`src/rtl/lcd_pkg.sv`:
```
// Shared definitions for the character LCD receiver: bus encodings, command
// bit positions, DDRAM line layout, FSM states and the address-counter step.
package lcd_pkg;

    // lcd_ctrl bit positions and encodings
    localparam int   CTRL_RS  = 1;
    localparam int   CTRL_RW  = 0;
    localparam logic RS_CMD   = 1'b0;
    localparam logic RS_DATA  = 1'b1;
    localparam logic RW_WRITE = 1'b0;
    localparam logic RW_READ  = 1'b1;

    // Commands are decoded by their highest set bit
    localparam int CMD_BIT_DDRAM = 7;
    localparam int CMD_BIT_CGRAM = 6;
    localparam int CMD_BIT_FUNC  = 5;
    localparam int CMD_BIT_SHIFT = 4;
    localparam int CMD_BIT_DISP  = 3;
    localparam int CMD_BIT_ENTRY = 2;
    localparam int CMD_BIT_HOME  = 1;

    // DDRAM layout: two 40-character lines
    localparam logic [6:0] LINE1_BASE  = 7'h00;
    localparam logic [6:0] LINE1_END   = 7'h27;
    localparam logic [6:0] LINE2_BASE  = 7'h40;
    localparam logic [6:0] LINE2_END   = 7'h67;
    localparam logic [6:0] LINE_LEN    = 7'd40;
    localparam logic [6:0] DDRAM_DEPTH = 7'd80;

    localparam logic [7:0] BLANK_CHAR = 8'h20;

    typedef enum logic [1:0] {
        ST_IDLE  = 2'd0,
        ST_EXEC  = 2'd1,
        ST_CLEAR = 2'd2
    } lcd_state_t;

    // Next address counter value; DDRAM wraps between the two lines,
    // CGRAM simply wraps modulo 64.
    function automatic logic [6:0] ac_step(input logic [6:0] ac, input logic inc,
                                           input logic cgram);
        logic [6:0] nxt;
        if (cgram) begin
            nxt = inc ? {1'b0, ac[5:0] + 6'd1} : {1'b0, ac[5:0] - 6'd1};
        end else if (inc) begin
            if (ac == LINE1_END)      nxt = LINE2_BASE;
            else if (ac == LINE2_END) nxt = LINE1_BASE;
            else                      nxt = ac + 7'd1;
        end else begin
            if (ac == LINE2_BASE)      nxt = LINE1_END;
            else if (ac == LINE1_BASE) nxt = LINE2_END;
            else                       nxt = ac - 7'd1;
        end
        return nxt;
    endfunction

    // Folds a requested DDRAM address into a legal one: the gap past the end
    // of a line jumps to the start of the other line.
    function automatic logic [6:0] ddram_legal(input logic [6:0] a);
        logic [6:0] r;
        if (a[5:0] < LINE_LEN[5:0]) r = a;
        else                        r = a[6] ? LINE1_BASE : LINE2_BASE;
        return r;
    endfunction

endpackage

```
`src/rtl/lcd_ddram.sv`:
```
// 80x8 display data RAM: one synchronous write port, one asynchronous host
// read port and one registered scan port. Line 2 (0x40..0x67) is stored
// after line 1, at physical index 40..79.
module lcd_ddram
    import lcd_pkg::*;
(
    input  logic       clk,
    input  logic       rst_n,
    input  logic       wr_en,
    input  logic [6:0] wr_addr,
    input  logic [7:0] wr_data,
    input  logic [6:0] rd_addr,
    output logic [7:0] rd_data,
    input  logic [6:0] scan_addr,
    output logic [7:0] scan_char
);

    logic [7:0] mem [0:DDRAM_DEPTH-1];

    function automatic logic in_range(input logic [6:0] a);
        return a[5:0] < LINE_LEN[5:0];
    endfunction

    function automatic logic [6:0] phys(input logic [6:0] a);
        return a[6] ? ({1'b0, a[5:0]} + LINE_LEN) : {1'b0, a[5:0]};
    endfunction

    // Store one byte per cycle; addresses in the line gaps are dropped
    always_ff @(posedge clk) begin
        if (wr_en && in_range(wr_addr)) mem[phys(wr_addr)] <= wr_data;
    end

    assign rd_data = in_range(rd_addr) ? mem[phys(rd_addr)] : BLANK_CHAR;

    // Registered scan read, blank out of reset and for gap addresses
    always_ff @(posedge clk or negedge rst_n) begin
        if (!rst_n)                  scan_char <= BLANK_CHAR;
        else if (in_range(scan_addr)) scan_char <= mem[phys(scan_addr)];
        else                          scan_char <= BLANK_CHAR;
    end

endmodule

```
`src/rtl/lcd_char_display.sv`:
```
// Cycle-based HD44780-style LCD receiver. The E strobe is synchronised,
// data/ctrl are captured while synced E is high, and each transaction runs
// on the synced falling edge of E. A blank-fill engine writes 0x20 into all
// 80 locations after reset (busy stays low) and after a clear command.
module lcd_char_display
    import lcd_pkg::*;
#(
    parameter int unsigned BUSY_CYCLES  = 4,
    parameter int unsigned CLEAR_CYCLES = 96
) (
    input  logic       clk,
    input  logic       rst_n,
    input  logic [7:0] lcd_data_in,
    input  logic [1:0] lcd_ctrl,
    input  logic       lcd_enable,
    output logic [7:0] lcd_data_out,
    output logic       lcd_data_oe,
    output logic       busy,
    output logic       overrun,
    output logic       char_valid,
    output logic [7:0] char_data,
    output logic [6:0] char_addr,
    output logic       disp_on,
    output logic       cursor_on,
    output logic       blink_on,
    input  logic [6:0] scan_addr,
    output logic [7:0] scan_char
);

    logic       e_s1, e_s2, e_d;
    logic [7:0] data_q;
    logic [1:0] ctrl_q;
    logic       e_fall;
    lcd_state_t state;
    logic [15:0] busy_cnt;
    logic [6:0] ac, ac_next;
    logic       inc_mode, cgram_mode;
    logic [6:0] fill_idx, fill_addr;
    logic       fill_active, host_wr;
    logic       wr_en;
    logic [6:0] wr_addr;
    logic [7:0] wr_data, rd_data;

    assign e_fall      = e_d & ~e_s2;
    assign ac_next     = ac_step(ac, inc_mode, cgram_mode);
    assign fill_active = fill_idx < DDRAM_DEPTH;
    assign fill_addr   = (fill_idx < LINE_LEN) ? fill_idx : fill_idx + (LINE2_BASE - LINE_LEN);
    // A host data write that will actually land in DDRAM this cycle
    assign host_wr     = e_fall && ctrl_q[CTRL_RS] == RS_DATA && ctrl_q[CTRL_RW] == RW_WRITE
                         && state == ST_IDLE && !cgram_mode;

    // Synchronise E and capture the bus while synced E is high
    always_ff @(posedge clk or negedge rst_n) begin
        if (!rst_n) begin
            e_s1   <= 1'b0;
            e_s2   <= 1'b0;
            e_d    <= 1'b0;
            data_q <= 8'h00;
            ctrl_q <= 2'b00;
        end else begin
            e_s1 <= lcd_enable;
            e_s2 <= e_s1;
            e_d  <= e_s2;
            if (e_s2) begin
                data_q <= lcd_data_in;
                ctrl_q <= lcd_ctrl;
            end
        end
    end

    // Write-port arbitration: a host write wins, the fill waits one cycle
    always_comb begin
        wr_en   = 1'b0;
        wr_addr = ac;
        wr_data = data_q;
        if (host_wr) begin
            wr_en = 1'b1;
        end else if (fill_active) begin
            wr_en   = 1'b1;
            wr_addr = fill_addr;
            wr_data = BLANK_CHAR;
        end
    end

    lcd_ddram u_ddram (
        .clk       (clk),
        .rst_n     (rst_n),
        .wr_en     (wr_en),
        .wr_addr   (wr_addr),
        .wr_data   (wr_data),
        .rd_addr   (ac),
        .rd_data   (rd_data),
        .scan_addr (scan_addr),
        .scan_char (scan_char)
    );

    // Drive read data while the host holds a read strobe
    always_ff @(posedge clk or negedge rst_n) begin
        if (!rst_n) begin
            lcd_data_oe  <= 1'b0;
            lcd_data_out <= 8'h00;
        end else if (e_s2 && lcd_ctrl[CTRL_RW] == RW_READ) begin
            lcd_data_oe  <= 1'b1;
            lcd_data_out <= (lcd_ctrl[CTRL_RS] == RS_DATA) ? rd_data : {busy, ac};
        end else begin
            lcd_data_oe  <= 1'b0;
            lcd_data_out <= 8'h00;
        end
    end

    // Busy FSM, command/data execution and blank-fill sequencing
    always_ff @(posedge clk or negedge rst_n) begin
        if (!rst_n) begin
            state      <= ST_IDLE;
            busy       <= 1'b0;
            busy_cnt   <= 16'd0;
            overrun    <= 1'b0;
            char_valid <= 1'b0;
            char_data  <= 8'h00;
            char_addr  <= 7'h00;
            disp_on    <= 1'b0;
            cursor_on  <= 1'b0;
            blink_on   <= 1'b0;
            ac         <= LINE1_BASE;
            inc_mode   <= 1'b1;
            cgram_mode <= 1'b0;
            fill_idx   <= 7'd0;
        end else begin
            char_valid <= 1'b0;
            if (fill_active && !host_wr) fill_idx <= fill_idx + 7'd1;

            if (state != ST_IDLE) begin
                if (busy_cnt == 16'd0) begin
                    state <= ST_IDLE;
                    busy  <= 1'b0;
                end else begin
                    busy_cnt <= busy_cnt - 16'd1;
                end
            end

            if (e_fall) begin
                if (ctrl_q[CTRL_RW] == RW_READ) begin
                    // Reads never block; only data reads move the counter
                    if (ctrl_q[CTRL_RS] == RS_DATA) ac <= ac_next;
                end else if (state != ST_IDLE) begin
                    overrun <= 1'b1;
                end else if (ctrl_q[CTRL_RS] == RS_DATA) begin
                    if (!cgram_mode) begin
                        char_valid <= 1'b1;
                        char_data  <= data_q;
                        char_addr  <= ac;
                    end
                    ac       <= ac_next;
                    state    <= ST_EXEC;
                    busy     <= 1'b1;
                    busy_cnt <= 16'(BUSY_CYCLES - 1);
                end else if (data_q != 8'h00) begin
                    state    <= ST_EXEC;
                    busy     <= 1'b1;
                    busy_cnt <= 16'(BUSY_CYCLES - 1);
                    if (data_q[CMD_BIT_DDRAM]) begin
                        cgram_mode <= 1'b0;
                        ac         <= ddram_legal(data_q[6:0]);
                    end else if (data_q[CMD_BIT_CGRAM]) begin
                        cgram_mode <= 1'b1;
                        ac         <= {1'b0, data_q[5:0]};
                    end else if (data_q[CMD_BIT_FUNC]) begin
                        // function set: nothing to model
                    end else if (data_q[CMD_BIT_SHIFT]) begin
                        if (!data_q[3]) ac <= ac_step(ac, data_q[2], cgram_mode);
                    end else if (data_q[CMD_BIT_DISP]) begin
                        disp_on   <= data_q[2];
                        cursor_on <= data_q[1];
                        blink_on  <= data_q[0];
                    end else if (data_q[CMD_BIT_ENTRY]) begin
                        inc_mode <= data_q[1];
                    end else if (data_q[CMD_BIT_HOME]) begin
                        // home and clear both re-address DDRAM
                        cgram_mode <= 1'b0;
                        ac         <= LINE1_BASE;
                    end else begin
                        state      <= ST_CLEAR;
                        busy_cnt   <= 16'(CLEAR_CYCLES - 1);
                        fill_idx   <= 7'd0;
                        cgram_mode <= 1'b0;
                        ac         <= LINE1_BASE;
                        inc_mode   <= 1'b1;
                    end
                end
            end
        end
    end

endmodule
```
`config.mk`:
```
export PLATFORM = sky130hd
export DESIGN_NAME = lcd_char_display
export DESIGN_NICKNAME = d
export VERILOG_FILES = /design/src/rtl/lcd_pkg.sv /design/src/rtl/lcd_ddram.sv /design/src/rtl/lcd_char_display.sv
export SDC_FILE = /design/constraint.sdc
export NUM_CORES = 1
export LEC_CHECK = 0
export ABC_AREA = 1
export BUFFER_PORTS_ARGS = -buffer_cell sky130_fd_sc_hd__buf_2
export CAP_MARGIN = 5
export CELL_PAD_IN_SITES_DETAIL_PLACEMENT = 0
export CELL_PAD_IN_SITES_GLOBAL_PLACEMENT = 2
export CORE_MARGIN = 2
export CORE_UTILIZATION = 40
export CTS_CLUSTER_SIZE = 10
export DETAILED_ROUTE_END_ITERATION = 7
export PLACE_DENSITY = 0.81
export RECOVER_POWER = 100
export SLEW_MARGIN = 20
export SYNTH_ARGS = -nofsm -noshare
export SYNTH_HDL_FRONTEND = slang
export SYNTH_SLANG_ARGS = --single-unit
```
`constraint.sdc`:
```
create_clock -name clk -period 5.3 [get_ports clk]
set_clock_uncertainty 0.2 [all_clocks]
set_input_delay 0 -clock clk [delete_from_list [all_inputs] [get_ports clk]]
set_output_delay 0 -clock clk [all_outputs]
set_load 0.005 [all_outputs]
```
# [Word-level counts from Yosys, hierarchy flattened]
# Memory sizes are Yosys's and may differ from the RTL's.
# Index checks and enable logic that the tools add are counted.
[word_totals] out_inout_bits=38 latchBits=0 romBits=0 ff_bits=85 word_cells=186 ramBits=640 input_bits=20 n_memories=1
[mem_list] name="u_ddram.mem" words=80 word_bits=8 read_ports=2 rd_clocked_by_memory_dff=0 wr=1 line="lcd_ddram.sv:18" source="logic [7:0] mem [0:DDRAM_DEPTH-1];"
[op_classes] magnitude_cmp=6 add_sub_neg=10 eq_ne=13 div_mod_pow=0 muxes=102 n_shift=0 n_bitwise=11 mul=0 n_reduce_logical=21
[ops] operator="7-bit two-way mux" count=48
[ops] operator="16-bit two-way mux" count=7
[ops] operator="8-bit two-way mux" count=6
[ops] operator="2-bit two-way mux" count=14
[ops] operator="1-bit two-way mux" count=25
[ops] operator="6-bit less-than comparator, second input constant" count=4
[ops] operator="6-bit by 6-bit adder with 7-bit output, second input constant" count=3
[ops] operator="16-bit zero test" count=1
[ops] operator="16-bit by 1-bit subtractor with 16-bit output, second input constant" count=1
[ops] operator="7-bit by 1-bit adder with 7-bit output, second input constant" count=2
[ops] operator="7-bit == test, second input constant" count=2
[ops] operator="6-bit two-way mux" count=2
[ops] operator="3-bit by 1-bit != test with 1-bit output, second input constant" count=4
[ops] operator="11-bit AND reduction" count=1
[ops] operator="1-bit inverter" count=10
[ops] operator="10-bit AND reduction" count=1
[ops] operator="9-bit AND reduction" count=1
[ops] operator="4-bit by 1-bit != test with 1-bit output, second input constant" count=2
[ops] operator="8-bit nonzero test" count=1
[ops] operator="7-bit by 5-bit adder with 7-bit output, second input constant" count=1
[ops] operator="7-bit by 6-bit == test with 1-bit output, second input constant" count=1
[ops] operator="1-bit logical AND" count=7
[ops] operator="7-bit zero test" count=1
[ops] operator="7-bit by 6-bit less-than comparator with 1-bit output, second input constant" count=1
[ops] operator="14 further kinds" count=17

# [Logic depth before layout (Yosys ltp)]
[depth] depth_word=21 ltp_mapped=17 ltp_nobuf=17

# [Modules after synthesis]
# From an unflattened synthesis, not the netlist that was laid out.
[hier_totals] hier_cells=4294 hier_area_um2=37755.0
[modules_own_cells] module="lcd_ddram" n_inst=1 area_each_um2=33509.6 cells_each=3739
[modules_own_cells] module="lcd_char_display" n_inst=1 area_each_um2=4245.3 cells_each=555

# [Worst setup path after synthesis]
# No wires, ideal clock.
[synth_path] kind="register to register" start="register cgram_mode" end="memory u_ddram.mem[0][0] (data pin)" setup_time_ps=573 n_path_buf=2 arrival_ps=3086 path_stages_with_launch=8 path_slack_ps=1440 path_cell_list="dfrtp_1 -> buf_6 -> nor3_4 -> nand3_4 -> nand2_4 -> buf_6 -> inv_1 -> nor2_1"
[synth_via] elab_chain_cells=3
[synth_lines] element="start: declaration" line="lcd_char_display.sv:37" source="logic inc_mode, cgram_mode;"
[synth_lines] element="start signal: assignment" line="lcd_char_display.sv:126" source="cgram_mode <= 1'b0;"
[synth_lines] element="start signal: assignment" line="lcd_char_display.sv:162" source="cgram_mode <= 1'b0;"
[synth_lines] element="start signal: assignment" line="lcd_char_display.sv:165" source="cgram_mode <= 1'b1;"
[synth_lines] element="1-bit zero test"
[synth_lines] element="1-bit logical AND" line="lcd_char_display.sv:50" source="&& state == ST_IDLE && !cgram_mode;"
[synth_lines] element="8-bit two-way mux" line="lcd_char_display.sv:76" source="if (host_wr) begin"
[synth_lines] element="via u_ddram.wr_data[0]" line="lcd_ddram.sv:11" source="input logic [7:0] wr_data,"
[synth_lines] element="end: declaration" line="lcd_ddram.sv:18"
# The timed path passes the listed nets, and every way through them passes these cells.

# [Final worst setup path]
[layout_path] start="register ac[0]" end="register lcd_data_out[2]"
[layout_via] elab_chain_cells=6 elab_cells_between_ends=7
[layout_lines] element="start: declaration" line="lcd_char_display.sv:36" source="logic [6:0] ac, ac_next;"
[layout_lines] element="start signal: assignment" line="lcd_char_display.sv:144" source="if (ctrl_q[CTRL_RS] == RS_DATA) ac <= ac_next;"
[layout_lines] element="start signal: assignment" line="lcd_char_display.sv:153" source="ac <= ac_next;"
[layout_lines] element="start signal: assignment" line="lcd_char_display.sv:163" source="ac <= ddram_legal(data_q[6:0]);"
[layout_lines] element="6-bit by 6-bit adder with 7-bit output" line="lcd_ddram.sv:25" source="return a[6] ? ({1'b0, a[5:0]} + LINE_LEN) : {1'b0, a[5:0]};"
[layout_lines] element="7-bit two-way mux" line="lcd_ddram.sv:25"
[layout_lines] element="memory 80 x 8 bit"
[layout_lines] element="8-bit two-way mux (*)" line="lcd_ddram.sv:33" source="assign rd_data = in_range(rd_addr) ? mem[phys(rd_addr)] : BLANK_CHAR;"
[layout_lines] element="8-bit two-way mux (*)" line="lcd_char_display.sv:104" source="lcd_data_out <= (lcd_ctrl[CTRL_RS] == RS_DATA) ? rd_data : {busy, ac};"
[layout_lines] element="8-bit two-way mux (*)" line="lcd_char_display.sv:102" source="end else if (e_s2 && lcd_ctrl[CTRL_RW] == RW_READ) begin"
[layout_lines] element="end signal: assignment" line="lcd_char_display.sv:104"
[layout_lines] element="end: declaration" line="lcd_char_display.sv:16" source="output logic [7:0] lcd_data_out,"
# Mark *: on every way between the ends. The rest lies on a longest branch, timed or not.
# A chain may end at the register's enable or synchronous reset.

==> flow_summary_export.csv <==
group,metric,value,unit
status,status,"finished, violations left",
status,violations,"max-capacitance violations, max-slew violations",
synth,syn_inst,4220,
synth,async_flop_share,0.1172,
global_route,track_usage,0.2790,
cells_and_area,fill_cells,8916,
timing,finalHoldViolCount,0,
global_route,gr-total-overflow,0,
floorplan,core_area,91660,sq um
synth,synthAdderAreaFrac,0.003384,
timing,relSlewSlack,-0.7693,
power_and_ir_drop,p_total,22.99,mW
setup_path,crit_path_end_kind,"register",
drt,vias,30480,
floorplan,initial_core_util,0.4034,
placement,globalplace.congestion,0.8750,
synth,synth_seq_area_share,0.5774,
global_route,grt_max_degree,172,
timing,layout_min_cycle_time,4.526,ns
floorplan,io_pins,58,
synth,ys.warnings.count,0,
power_and_ir_drop,p_switching,10.26,mW
setup_path,cp.arrival,4.84,ns
power_and_ir_drop,peakVddDrop,0.4292,mV
clock_network,clk_path_buf_depth,3,
timing,finalCritPeriodShare,0.8540,
timing,rsz0062_at_grt,"false",
synth,synthMuxAreaShare,0.0008121,
synth,avgSynthCellArea,8.762,sq um
drt,drt-total-wl,133700,um
clock_network,cts_resized,0,
clock_network,clk_pin_slew,0.06,ns
drt,remaining_drc_errors,0,
synth,synth.distinct_cells,52,
synth,synthesis.area,36980,sq um
setup_path,worstPathRequired,5.61,ns
floorplan,die-area,94890,sq um
cells_and_area,drive_gt1_frac,0.05649,
floorplan,rows,111,
synth,yosys.area_share.simple,0.2243,
power_and_ir_drop,p_seq_frac,0.336,
floorplan,fp.dieH,308.0,um
power_and_ir_drop,internal_power,12.73,mW
cells_and_area,nNetsFinal,4216,
synth,synth_top_family_by_area,"simple AND/OR/NAND/NOR gates",
synth,synth_edf_count,640,
power_and_ir_drop,power.density,560.5,nW/um^2
timing,fmax,220.9,MHz
power_and_ir_drop,switching_share,0.4462,
drt,viasPerCell,5.627,
setup_path,crit_fanout,58,
setup_path,path_class,"register to register",
cells_and_area,seq_area,21350,sq um
run,maxCapViolCount,6,
clock_network,clk_latency,0.67,ns
timing,tightest_slew,2.654,ns
clock_network,cts_buffers,87,
synth,synth_ff_type,"edfxtp_1",
cells_and_area,final_cell_mix,"nand2_1 (1281), edfxtp_1 (640), o21ai_0 (480), nor2_1 (377), nand3_1 (322)",
floorplan,die_w,308.0,um
setup_path,cp-start-kind,"register",
clock_network,clock-sinks,725,
cells_and_area,final_common_cell,"nand2_1",
cells_and_area,n_antenna_cell,0,
placement,place_hpwl,83130,um
timing,finalSetupTns,0,ns
drt,dr.pass1.iters,6,
drt,wl_per_cell,24.67,um
synth,synth_xor_area_frac,0.005211,
power_and_ir_drop,p_leak,16.03,nW
power_and_ir_drop,power_frac_comb,0.426,
power_and_ir_drop,clkPwrFrac,0.238,
drt,drtIter0Drc,3412,
clock_network,root_buffer,"clkbuf_16",
clock_network,htree_levels,3,
drt,postRouteAntennaNets,0,
clock_network,cts_tree,"built",
global_route,grt_pass1_wl,195000,um
cells_and_area,multi_input_area,13600,sq um
global_route,grt_pass1_vias,28830,
synth,synth.net_count,4250,
hold_path,hold_path_class,"primary input to register",
timing,drv_slew,332,
synth,ys_ff_latch,725,
placement,numPortBuffers,57,
synth,synth_compound_area_frac,0.1336,
cells_and_area,area_growth,10.95,%
timing,final-setup-viol-count,0,
cells_and_area,final_util,0.4476,
global_route,antenna_found_initial,2,
[power groups by stage]
stage / combinational (mW) / sequential [mW] / clock, mW
2_1_floorplan: 5.94 / 7.64 / 0
6_report: 9.80 / 7.72 / 5.47
4_1_cts: 9.94 / 7.70 / 5.54
3_3_place_gp: 9.92 / 7.81 / 0
3_5_place_dp: 9.90 / 7.81 / 0
5_1_grt: 10.5 / 7.79 / 5.76
[area by class of cell]
cell class | instances | share of cell area
repair buffers | 140 | 0.02745
flip-flops and latches | 725 | 0.5205
inverters | 242 | 0.02257
clock inverters | 18 | 0.006069
clock buffers | 116 | 0.05572
multi-input cells | 2990 | 0.3316
well taps | 1186 | 0.03617
[sequential cells by signal, summed over array words and instances (netlist names)]
name               flops
cursor_on              1
blink_on               1
e_d                    1
u_ddram.scan_char      8
e_s1                   1
busy_cnt              16
char_valid             1
lcd_data_oe            1
overrun                1
ac                     7
cgram_mode             1
u_ddram.mem          640
inc_mode               1
fill_idx               7
state                  2
ctrl_q                 2
char_addr              7
disp_on                1
e_s2                   1
busy                   1
data_q                 8
lcd_data_out           8
char_data              8
[critical path: stages, from the launching register on]
cell and delay, ns:
dfrtp_4 0.52, clkbuf_1 1.89, o21ai_0 0.31, nand2_1 0.17, nand2_1 0.09, nor2_1 0.19, nand2_1 0.12, nand3_1 0.28
nand3_1 0.12, nand2_1 0.10, nand2_1 0.15, nand2_1 0.11, a21oi_1 0.06
[cell usage after synthesis, types with 9 or more instances]
| cell | n | area, sq um |
|---|---|---|
| xor2_1 | 14 | 122.6 |
| o21ai_0 | 479 | 2397 |
| inv_1 | 228 | 855.8 |
| o211ai_1 | 45 | 337.8 |
| o22ai_1 | 66 | 412.9 |
| clkbuf_1 | 148 | 555.5 |
| dfrtp_1 | 83 | 2077 |
| ha_1 | 10 | 125.1 |
| a21oi_1 | 293 | 1466 |
| o21ai_1 | 10 | 50.05 |
| nand3_1 | 322 | 1612 |
| buf_1 | 15 | 56.30 |
| nor2_1 | 380 | 1426 |
| nand2_4 | 15 | 168.9 |
| buf_2 | 93 | 465.5 |
| nor3_1 | 9 | 45.04 |
| nand2_1 | 1275 | 4786 |
| edfxtp_1 | 640 | 19220 |
[logic make-up after synthesis]
| logic type | after synthesis |
|---|---|
| AO/OA/AOI/OAI | 924 |
| flip-flops | 725 |
| buffers and inverters | 505 |
| multiplexers | 3 |
| XOR/XNOR | 19 |
| adder cells (fa/ha/maj) | 10 |
| AND/OR/NAND/NOR | 2034 |
[path summary, 6_finish.rpt]
kind | start | end | slack (ns) | cells past startpoint
min reg2reg | e_s1 | e_s2 | 0.16 | 0
min | lcd_ctrl[0] | ctrl_q[0] | 0.12 | 4
max reg2reg | ac[0] | lcd_data_out[2] | 0.77 | 12
min in group asynchronous | rst_n | data_q[2] | 0.54 | 4
max in group asynchronous | rst_n | lcd_data_out[2] | 3.43 | 4
max | ac[0] | lcd_data_out[2] | 0.77 | 12
[layer usage]
| metal | track usage | vias to the layer above | share of wire |
|---|---|---|---|
| met5 | 0 | - | 0 |
| li1 | - | 14290 | - |
| met4 | 0.09098 | 0 | 0.031 |
| met2 | 0.4515 | 1183 | 0.47 |
| met1 | 0.3900 | 14800 | 0.44 |
| met3 | 0.03422 | 212 | 0.063 |
[timing repair]
action / 4_1_cts / 5_1_grt
hold buffers: 30 / 0
endpoints found under the hold margin: 112 / 0
setup endpoints to repair: 0 / 0
buffers inserted: 0 / 0
[through the flow]
| stage | hold WS, ns | cell area (sq um) | setup WS, ns | instances |
|---|---|---|---|---|
| detailed placement | -0.3137 | 38380 | 1.441 | 5253 |
| global route | 0.1106 | 41020 | 0.5886 | 5417 |
| CTS | 0.07761 | 41210 | 1.408 | 5417 |
| finish | 0.1230 | 41020 | 0.7738 | 5417 |
| global placement | -0.3185 | 38380 | 1.490 | 5253 |
| floorplan | -0.4956 | 36980 | 1.440 | 4220 |
(Power assumes the default switching activity.)
